### config.mk
export PLATFORM = sky130hd
export DESIGN_NAME = adder_7b_acc_ctrl
export DESIGN_NICKNAME = d
export VERILOG_FILES = /design/src/rtl/adder_7b_acc_ctrl.sv
export SDC_FILE = /design/constraint.sdc
export NUM_CORES = 1
export LEC_CHECK = 0
export BUFFER_PORTS_ARGS = -buffer_cell sky130_fd_sc_hd__buf_2
export CAP_MARGIN = 30
export CORE_UTILIZATION = 39
export CTS_BUF_LIST = sky130_fd_sc_hd__clkbuf_16
export DETAILED_ROUTE_END_ITERATION = 7
export GPL_TIMING_DRIVEN = 0
export PLACE_DENSITY = 0.81
export SETUP_SLACK_MARGIN = 0.1
export SYNTH_ARGS = -nofsm -noshare
export SYNTH_HDL_FRONTEND = slang
export SYNTH_SLANG_ARGS = --single-unit
### constraint.sdc
create_clock -name clk -period 1.4 [get_ports clk]
set_input_delay 0.21 -clock clk [delete_from_list [all_inputs] [get_ports clk]]
set_output_delay 0.21 -clock clk [all_outputs]
set_load 0.02 [all_outputs]
### src/rtl/adder_7b_acc_ctrl.sv
// ---------------------------------------------------------------------------
// adder_7b_acc_ctrl
//
// Controller that sums N_TERMS signed 7-bit terms into one result. The
// addition itself is done by an external combinational 7-bit adder. This
// block supplies the adder operands, saturates the adder result, and
// handles the valid/ready handshakes on the input and output sides.
//
// Ports
//   clk        : single clock; all state updates on the rising edge
//   rst_n      : asynchronous active-low reset
//   clear      : synchronous abort of the accumulation in progress
//   in_valid   : a term is offered on in_data
//   in_ready   : a term can be accepted this cycle
//   in_data    : signed 7-bit term
//   out_valid  : the accumulated result is available
//   out_ready  : the consumer takes the result this cycle
//   out_sum    : signed 7-bit result (zero while no result is held)
//   out_sat    : saturation happened while building this result
//   add_a      : adder operand A (the accumulator register)
//   add_b      : adder operand B (in_data)
//   add_cin    : adder carry-in (tied to zero)
//   add_s      : adder sum (combinational)
//   add_ovf    : adder signed-overflow flag (combinational)
// ---------------------------------------------------------------------------
module adder_7b_acc_ctrl #(
  parameter int N_TERMS = 8
) (
  input  logic       clk,
  input  logic       rst_n,
  input  logic       clear,
  input  logic       in_valid,
  output logic       in_ready,
  input  logic [6:0] in_data,
  output logic       out_valid,
  input  logic       out_ready,
  output logic [6:0] out_sum,
  output logic       out_sat,
  output logic [6:0] add_a,
  output logic [6:0] add_b,
  output logic       add_cin,
  input  logic [6:0] add_s,
  input  logic       add_ovf
);

  localparam int CNT_W = $clog2(N_TERMS + 1);
  localparam logic [CNT_W-1:0] LAST_CNT = CNT_W'(N_TERMS);

  typedef enum logic [1:0] {
    ST_IDLE = 2'd0,
    ST_ACC  = 2'd1,
    ST_DONE = 2'd2
  } state_t;

  state_t           state_q, state_d;
  logic [6:0]       acc_q, acc_d;
  logic [CNT_W-1:0] cnt_q, cnt_d;
  logic             sat_q, sat_d;

  logic             accept;
  logic [CNT_W-1:0] cnt_inc;
  logic [6:0]       sat_sum;

  // in_ready depends only on state, so there is no path from out_ready.
  assign in_ready  = (state_q != ST_DONE);
  assign accept    = in_valid && in_ready;
  assign cnt_inc   = cnt_q + CNT_W'(1);

  // On signed overflow both operands had the same sign, so the sign of the
  // accumulator tells which rail the true sum crossed.
  assign sat_sum   = add_ovf ? (acc_q[6] ? 7'b1000000 : 7'b0111111) : add_s;

  assign add_a     = acc_q;
  assign add_b     = in_data;
  assign add_cin   = 1'b0;

  assign out_valid = (state_q == ST_DONE);
  assign out_sum   = out_valid ? acc_q : 7'd0;
  assign out_sat   = out_valid && sat_q;

  always_ff @(posedge clk or negedge rst_n) begin
    if (!rst_n) begin
      state_q <= ST_IDLE;
      acc_q   <= 7'd0;
      cnt_q   <= '0;
      sat_q   <= 1'b0;
    end else begin
      state_q <= state_d;
      acc_q   <= acc_d;
      cnt_q   <= cnt_d;
      sat_q   <= sat_d;
    end
  end

  // clear outranks both a concurrent accept and a concurrent out_ready.
  always_comb begin
    state_d = state_q;
    acc_d   = acc_q;
    cnt_d   = cnt_q;
    sat_d   = sat_q;
    if (clear) begin
      state_d = ST_IDLE;
      acc_d   = 7'd0;
      cnt_d   = '0;
      sat_d   = 1'b0;
    end else begin
      case (state_q)
        ST_IDLE, ST_ACC: begin
          if (accept) begin
            acc_d   = sat_sum;
            cnt_d   = cnt_inc;
            sat_d   = sat_q || add_ovf;
            state_d = (cnt_inc == LAST_CNT) ? ST_DONE : ST_ACC;
          end
        end
        ST_DONE: begin
          if (out_ready) begin
            state_d = ST_IDLE;
            acc_d   = 7'd0;
            cnt_d   = '0;
            sat_d   = 1'b0;
          end
        end
        default: begin
          state_d = ST_IDLE;
          acc_d   = 7'd0;
          cnt_d   = '0;
          sat_d   = 1'b0;
        end
      endcase
    end
  end

endmodule

Yosys cells after proc, flatten, opt, wreduce, memory -nomap -nowiden

Index checks and enable logic that the tools add are counted.
Widths: inputs -> output; s select.

Add/subtract/negate cells: 1
Equality and inequality tests: 6
Muxes and demuxes: 20
Reductions and logical operators: 6

Operators with widths:

| kind                | number |
|---|---|
| $mux 7              | 6 |
| $pmux 7 s2          | 1 |
| $mux 4              | 3 |
| $mux 2              | 4 |
| $pmux 4 s2          | 1 |
| $add 4x1->4 const B | 1 |
| $eq 4x4->1 const B  | 1 |
| $pmux 2 s2          | 1 |
| $mux 1              | 3 |
| $ne 3x2->1 const B  | 1 |
| $ne 3x3->1 const B  | 1 |
| $eq 2x1->1 const B  | 1 |
| $eq 2x2->1 const B  | 1 |
| $logic_and 1x1->1   | 2 |
| $logic_not 2->1     | 1 |
| $ne 2x2->1 const B  | 1 |
| $pmux 1 s2          | 1 |
| $reduce_and 2->1    | 1 |
| $reduce_or 2->1     | 1 |
| $logic_or 1x1->1    | 1 |

Register bits: 14
Input port bits: 20
Output and inout bits: 25
Word-level logic and storage cells: 37

Depth between registers and ports, before layout

Depth in word-level cells: 6
Gate-level depth with buffers: 4
Depth with buffers taken out: 4

Least setup slack after synthesis

No wires, ideal clock.

Path kind: register to output
Start: register state_q[1]
End: output port out_sum[0]
Arrival time: 1562 ps
Data required time: 1190 ps
Path slack: -372 ps
Stages on the path, launching flop included: 5
Buffers on the path: 1
Path through: dfrtp_1 -> buf_2 -> nor2b_1 -> inv_1 -> nor2_1

Longest elaborated chain between the ends: 2

RTL lines:

| item                   | RTL line | text |
|---|---|---|
| start, declared        | 55       | `state_t state_q, state_d;` |
| start signal, assigned | 88       | `state_q <= state_d;` |
| $eq 2x2->1             | 77       | `assign out_valid = (state_q == ST_DONE);` |
| net out_valid          | 35       | `output logic out_valid,` |
| $mux 7                 | 78       | `assign out_sum = out_valid ? acc_q : 7'd0;` |
| end, declared          | 37       | `output logic [6:0] out_sum,` |

The timed path passes the listed nets, and every way through them passes these cells.

Worst setup path after layout

Start: register state_q[1]
End: output port out_sum[4]

Longest elaborated chain between the ends: 2

RTL lines:

| item       | RTL line |
|---|---|
| $eq 2x2->1 | 77 |
| $mux 7     | 78 |

No other way between the ends.

==> results.tsv <==
stage	metric	value	unit
run_status	status	finished with violations	
run_status	violations	setup timing	
worst_setup_path	crit_start	state_q[1]$_DFFE_PN0P_	
floorplanning	start_util	0.425	
worst_setup_path	crit_path_end_kind	output pin	
place	dp_hpwl	1460	um
grt	antenna_found_initial	0	
sta	finalSetupViolCount	9	
finish	nNetsFinal	163	
drt	drc	0	
run	maxCapViolCount	0	
logic_synthesis	synthMuxAreaShare	0.0824	
floorplanning	fp-row-count	16	
logic_synthesis	synth_compound_area_frac	0.146	
power	power_density	923	nW/um^2
power	comb_power_share	0.193	
finish	seqCellArea	352	um^2
worst_setup_path	r2r-end	sat_q$_DFFE_PN0P_	
logic_synthesis	synth_top_family_by_area	simple AND/OR/NAND/NOR gates	
logic_synthesis	ys_ff_latch	14	
drt	via_per_inst	5.02	
drt	wl_met2	1240	um
finish	multi_input_area	465	um^2
power	seqPwrFrac	0.376	
logic_synthesis	syn_inst	91	
worst_setup_path	crit_cells	5	
sta	slew_violations	0	
sta	fmax	0.697	GHz
worst_setup_path	path_cells	buf_6 -> nor2b_4 -> inv_4 -> nor2_2 -> buf_4	
drt	met3_length	177	um
sta	finalCritPeriodShare	1.02	
clock_network	cts-buffers-inserted	3	
sta	clock_skew	0.986	ps
logic_synthesis	synth_area_leaders	dfrtp_1, mux2i_1, o21ai_0	
hold_path	hp-class	input port to flop	
power	ir_worst_vdd	0.000681	V
drt	top_layer	met3	
floorplanning	die_x	48.7	um
worst_setup_path	cp.buffers_inverters	3	
drt	wire_per_inst	13.6	um
finish	drive_above_1_share	0.553	
drt	drt_wl_total	2280	um
power	p_clk_frac	0.431	
logic_synthesis	synth_fp_nets	112	
worst_setup_path	crit_end	out_sum[4]	
drt	drtIter0Drc	25	
drt	num_vias	843	
grt	grt_use_total	0.209	
clock_network	root_buffer	clkbuf_16	
finish	fillers	147	
worst_setup_path	reg2reg_depth	6	
logic_synthesis	synthXorXnorAreaFrac	0.0103	
worst_setup_path	r2r_slack	-10	ps
worst_setup_path	worstSetupPathType	flop to output pin	
logic_synthesis	yosysTopAreaCell	dfrtp_1	
place	place_congestion	0.863	
power	p_switching	0.000330	W
worst_setup_path	r2r_start	state_q[1]$_DFFE_PN0P_	
worst_setup_path	crit_path_max_fanout	7	
finish	antenna_cells	0	
floorplanning	fp.dieH	48.7	um
sta	hold_viol	0	
sta	period_needed	1430	ps
grt	grt_pass1_wl	3850	um
worst_setup_path	startpoint_type	flop	
drt	drtPass1Iterations	5	
floorplanning	die-area	2370	um^2
logic_synthesis	synth_area	851	um^2
logic_synthesis	synth-simple-area-share	0.206	
clock_network	clockBufferDepth	2	
clock_network	clock-sinks	14	
sta	rsz0062_at_grt	true	
clock_network	cts_tree	done	
worst_setup_path	crit_family	flip-flops	
worst_setup_path	critPathSlowestCell	dfrtp_1	
floorplanning	num_io_pins	45	
clock_network	htreeDepth	1	
drt	postRouteAntennaNets	0	
worst_setup_path	slowest_delay	370	ps
logic_synthesis	yosys_warnings	0	
clock_network	clkLatencyLatePin	240	ps
clock_network	clk_pin_slew	50	ps
logic_synthesis	syn_avg_cell_area	9.35	um^2
floorplanning	core-area	2000	um^2
power	p_int	0.000922	W
sta	fin_tns_setup	-195	ps
grt	overflow	0	
power	p_sw_frac	0.263	
finish	post-route-util	0.678	
power	p_leak	0.704	nW
logic_synthesis	synth_top_cell_area_share	0.412	
logic_synthesis	synth_fa_ha_area_frac	0.0147	
grt	grt_pass1_vias	889	
logic_synthesis	synth.distinct_cells	32	
place	portBuffers	35	
hold_path	hold-path-cell-count	3	
grt	grt_max_degree	15	
drt	m1WireLength	863	um
logic_synthesis	seq_area_frac_synth	0.412	
worst_setup_path	cp.arrival	1220	ps
finish	area_delta_synth_final	59.4	%
worst_setup_path	required	1190	ps
sta	worst_slack	-34.4	ps
worst reg2reg max path: cells and delay by family, from the launching register on:
family | cells | cell delay [ps]
buffers and inverters | 3 | 430
and+or+nand+nor | 2 | 280
DFF | 1 | 390
AOI/OAI and AO/OA | 1 | 190
power by group through the flow:
stage	clock network, W	registers (W)	logic, W
detailed placement	0	0.000472	0.000215
floorplan	0	0.000493	0.000115
global route	0.000574	0.000474	0.000266
global placement	0	0.000470	0.000207
CTS	0.000551	0.000467	0.000224
finish	0.000540	0.000470	0.000242
cell families after synthesis:
family                     after synthesis
DFF                                     14
xor gates and xnor gates                 1
AOI/OAI and AO/OA                       20
buffers and inverters                   18
muxes                                    7
other                                    1
and+or+nand+nor                         29
adders and majority gates                1
worst min path at each step:
stage,startpoint,to,slack [ps]
6_report,add_s[6],add_a[6]$_DFFE_PN0P_,230
3_5_place_dp,rst_n,add_a[0]$_DFFE_PN0P_,130
2_1_floorplan,rst_n,add_a[0]$_DFFE_PN0P_,-90
3_3_place_gp,rst_n,add_a[0]$_DFFE_PN0P_,120
5_1_grt,add_s[6],add_a[6]$_DFFE_PN0P_,260
4_1_cts,clear,cnt_q[0]$_DFFE_PN0P_,220
final cells by class:
| class | count | share of cell area |
|---|---|---|
| clock buffer | 3 | 0.0554 |
| timing repair buffer | 46 | 0.230 |
| buffer | 10 | 0.0609 |
| sequential | 14 | 0.259 |
| multi-input combinational | 59 | 0.343 |
| inverter | 8 | 0.0240 |
| tap | 27 | 0.0249 |
| clock inverter | 1 | 0.00277 |
what timing repair did:
item                                    in CTS  in global routing
buffers inserted                             7                  3
endpoints found under the setup margin      21                 23
endpoints found under the hold margin       14                  0
hold buffers                                 1                  0
pin swaps                                    4                  5
resized for setup                           20                 14
synthesized netlist by cell type:
cell / n
o21ai_0: 12
inv_1: 8
xnor2_1: 1
o41ai_1: 1
and2_1: 2
nand2b_1: 1
and3_1: 2
conb_1: 1
or3_1: 1
nor3_2: 1
o31ai_1: 1
a21oi_1: 1
nor4_1: 1
nor2b_1: 1
buf_6: 1
a211o_1: 1
dfrtp_1: 14
nor2_2: 1
buf_4: 8
a31o_2: 1
buf_2: 1
nand3_1: 1
ha_1: 1
o21ba_2: 1
nor3_1: 2
nand3b_1: 3
mux2i_1: 7
a211oi_1: 2
nor4b_4: 1
nor2_1: 9
or2_1: 1
nand2_1: 2
stage by stage:
stage	total power, W	instances	worst slack (ps)	hold WS [ps]	area (um^2)
finish	0.00125	168	-34.4	231	1360
CTS	0.00124	165	-29.1	220	1290
floorplan	0.000608	91	72.3	-85.6	873
global route	0.00131	168	-104	258	1360
detailed placement	0.000686	153	-120	132	1080
global placement	0.000678	153	-50.9	122	1080
metal layers:
metal,GRT usage,vias up
met2,0.391,53
li1,-,402
met5,0,-
met1,0.240,388
met3,0.0377,0
met4,0.0539,0
cell usage in the layout, fill, tap and decap left out, drive strengths merged:
cell         instances
buf                 55
dfrtp               14
o21ai               12
nor2                10
inv                  8
mux2i                7
nand3b               3
clkbuf               3
nor3                 3
and2                 2
nand2                2
and3                 2
a211oi               2
nor2b                1
nor4b                1
xnor2                1
a31o                 1
or2                  1
nand3                1
or3                  1
nor4                 1
a211o                1
nand2b               1
o21ba                1
o31ai                1
o41ai                1
a21oi                1
ha                   1
conb                 1
clkinv               1
dlygate4sd3          1
registers in the layout, indices dropped and copies added, names as in the netlist:
name     cells
add_a        7
cnt_q        4
sat_q        1
state_q      2
No activity file was read; power rests on OpenSTA's default activity.
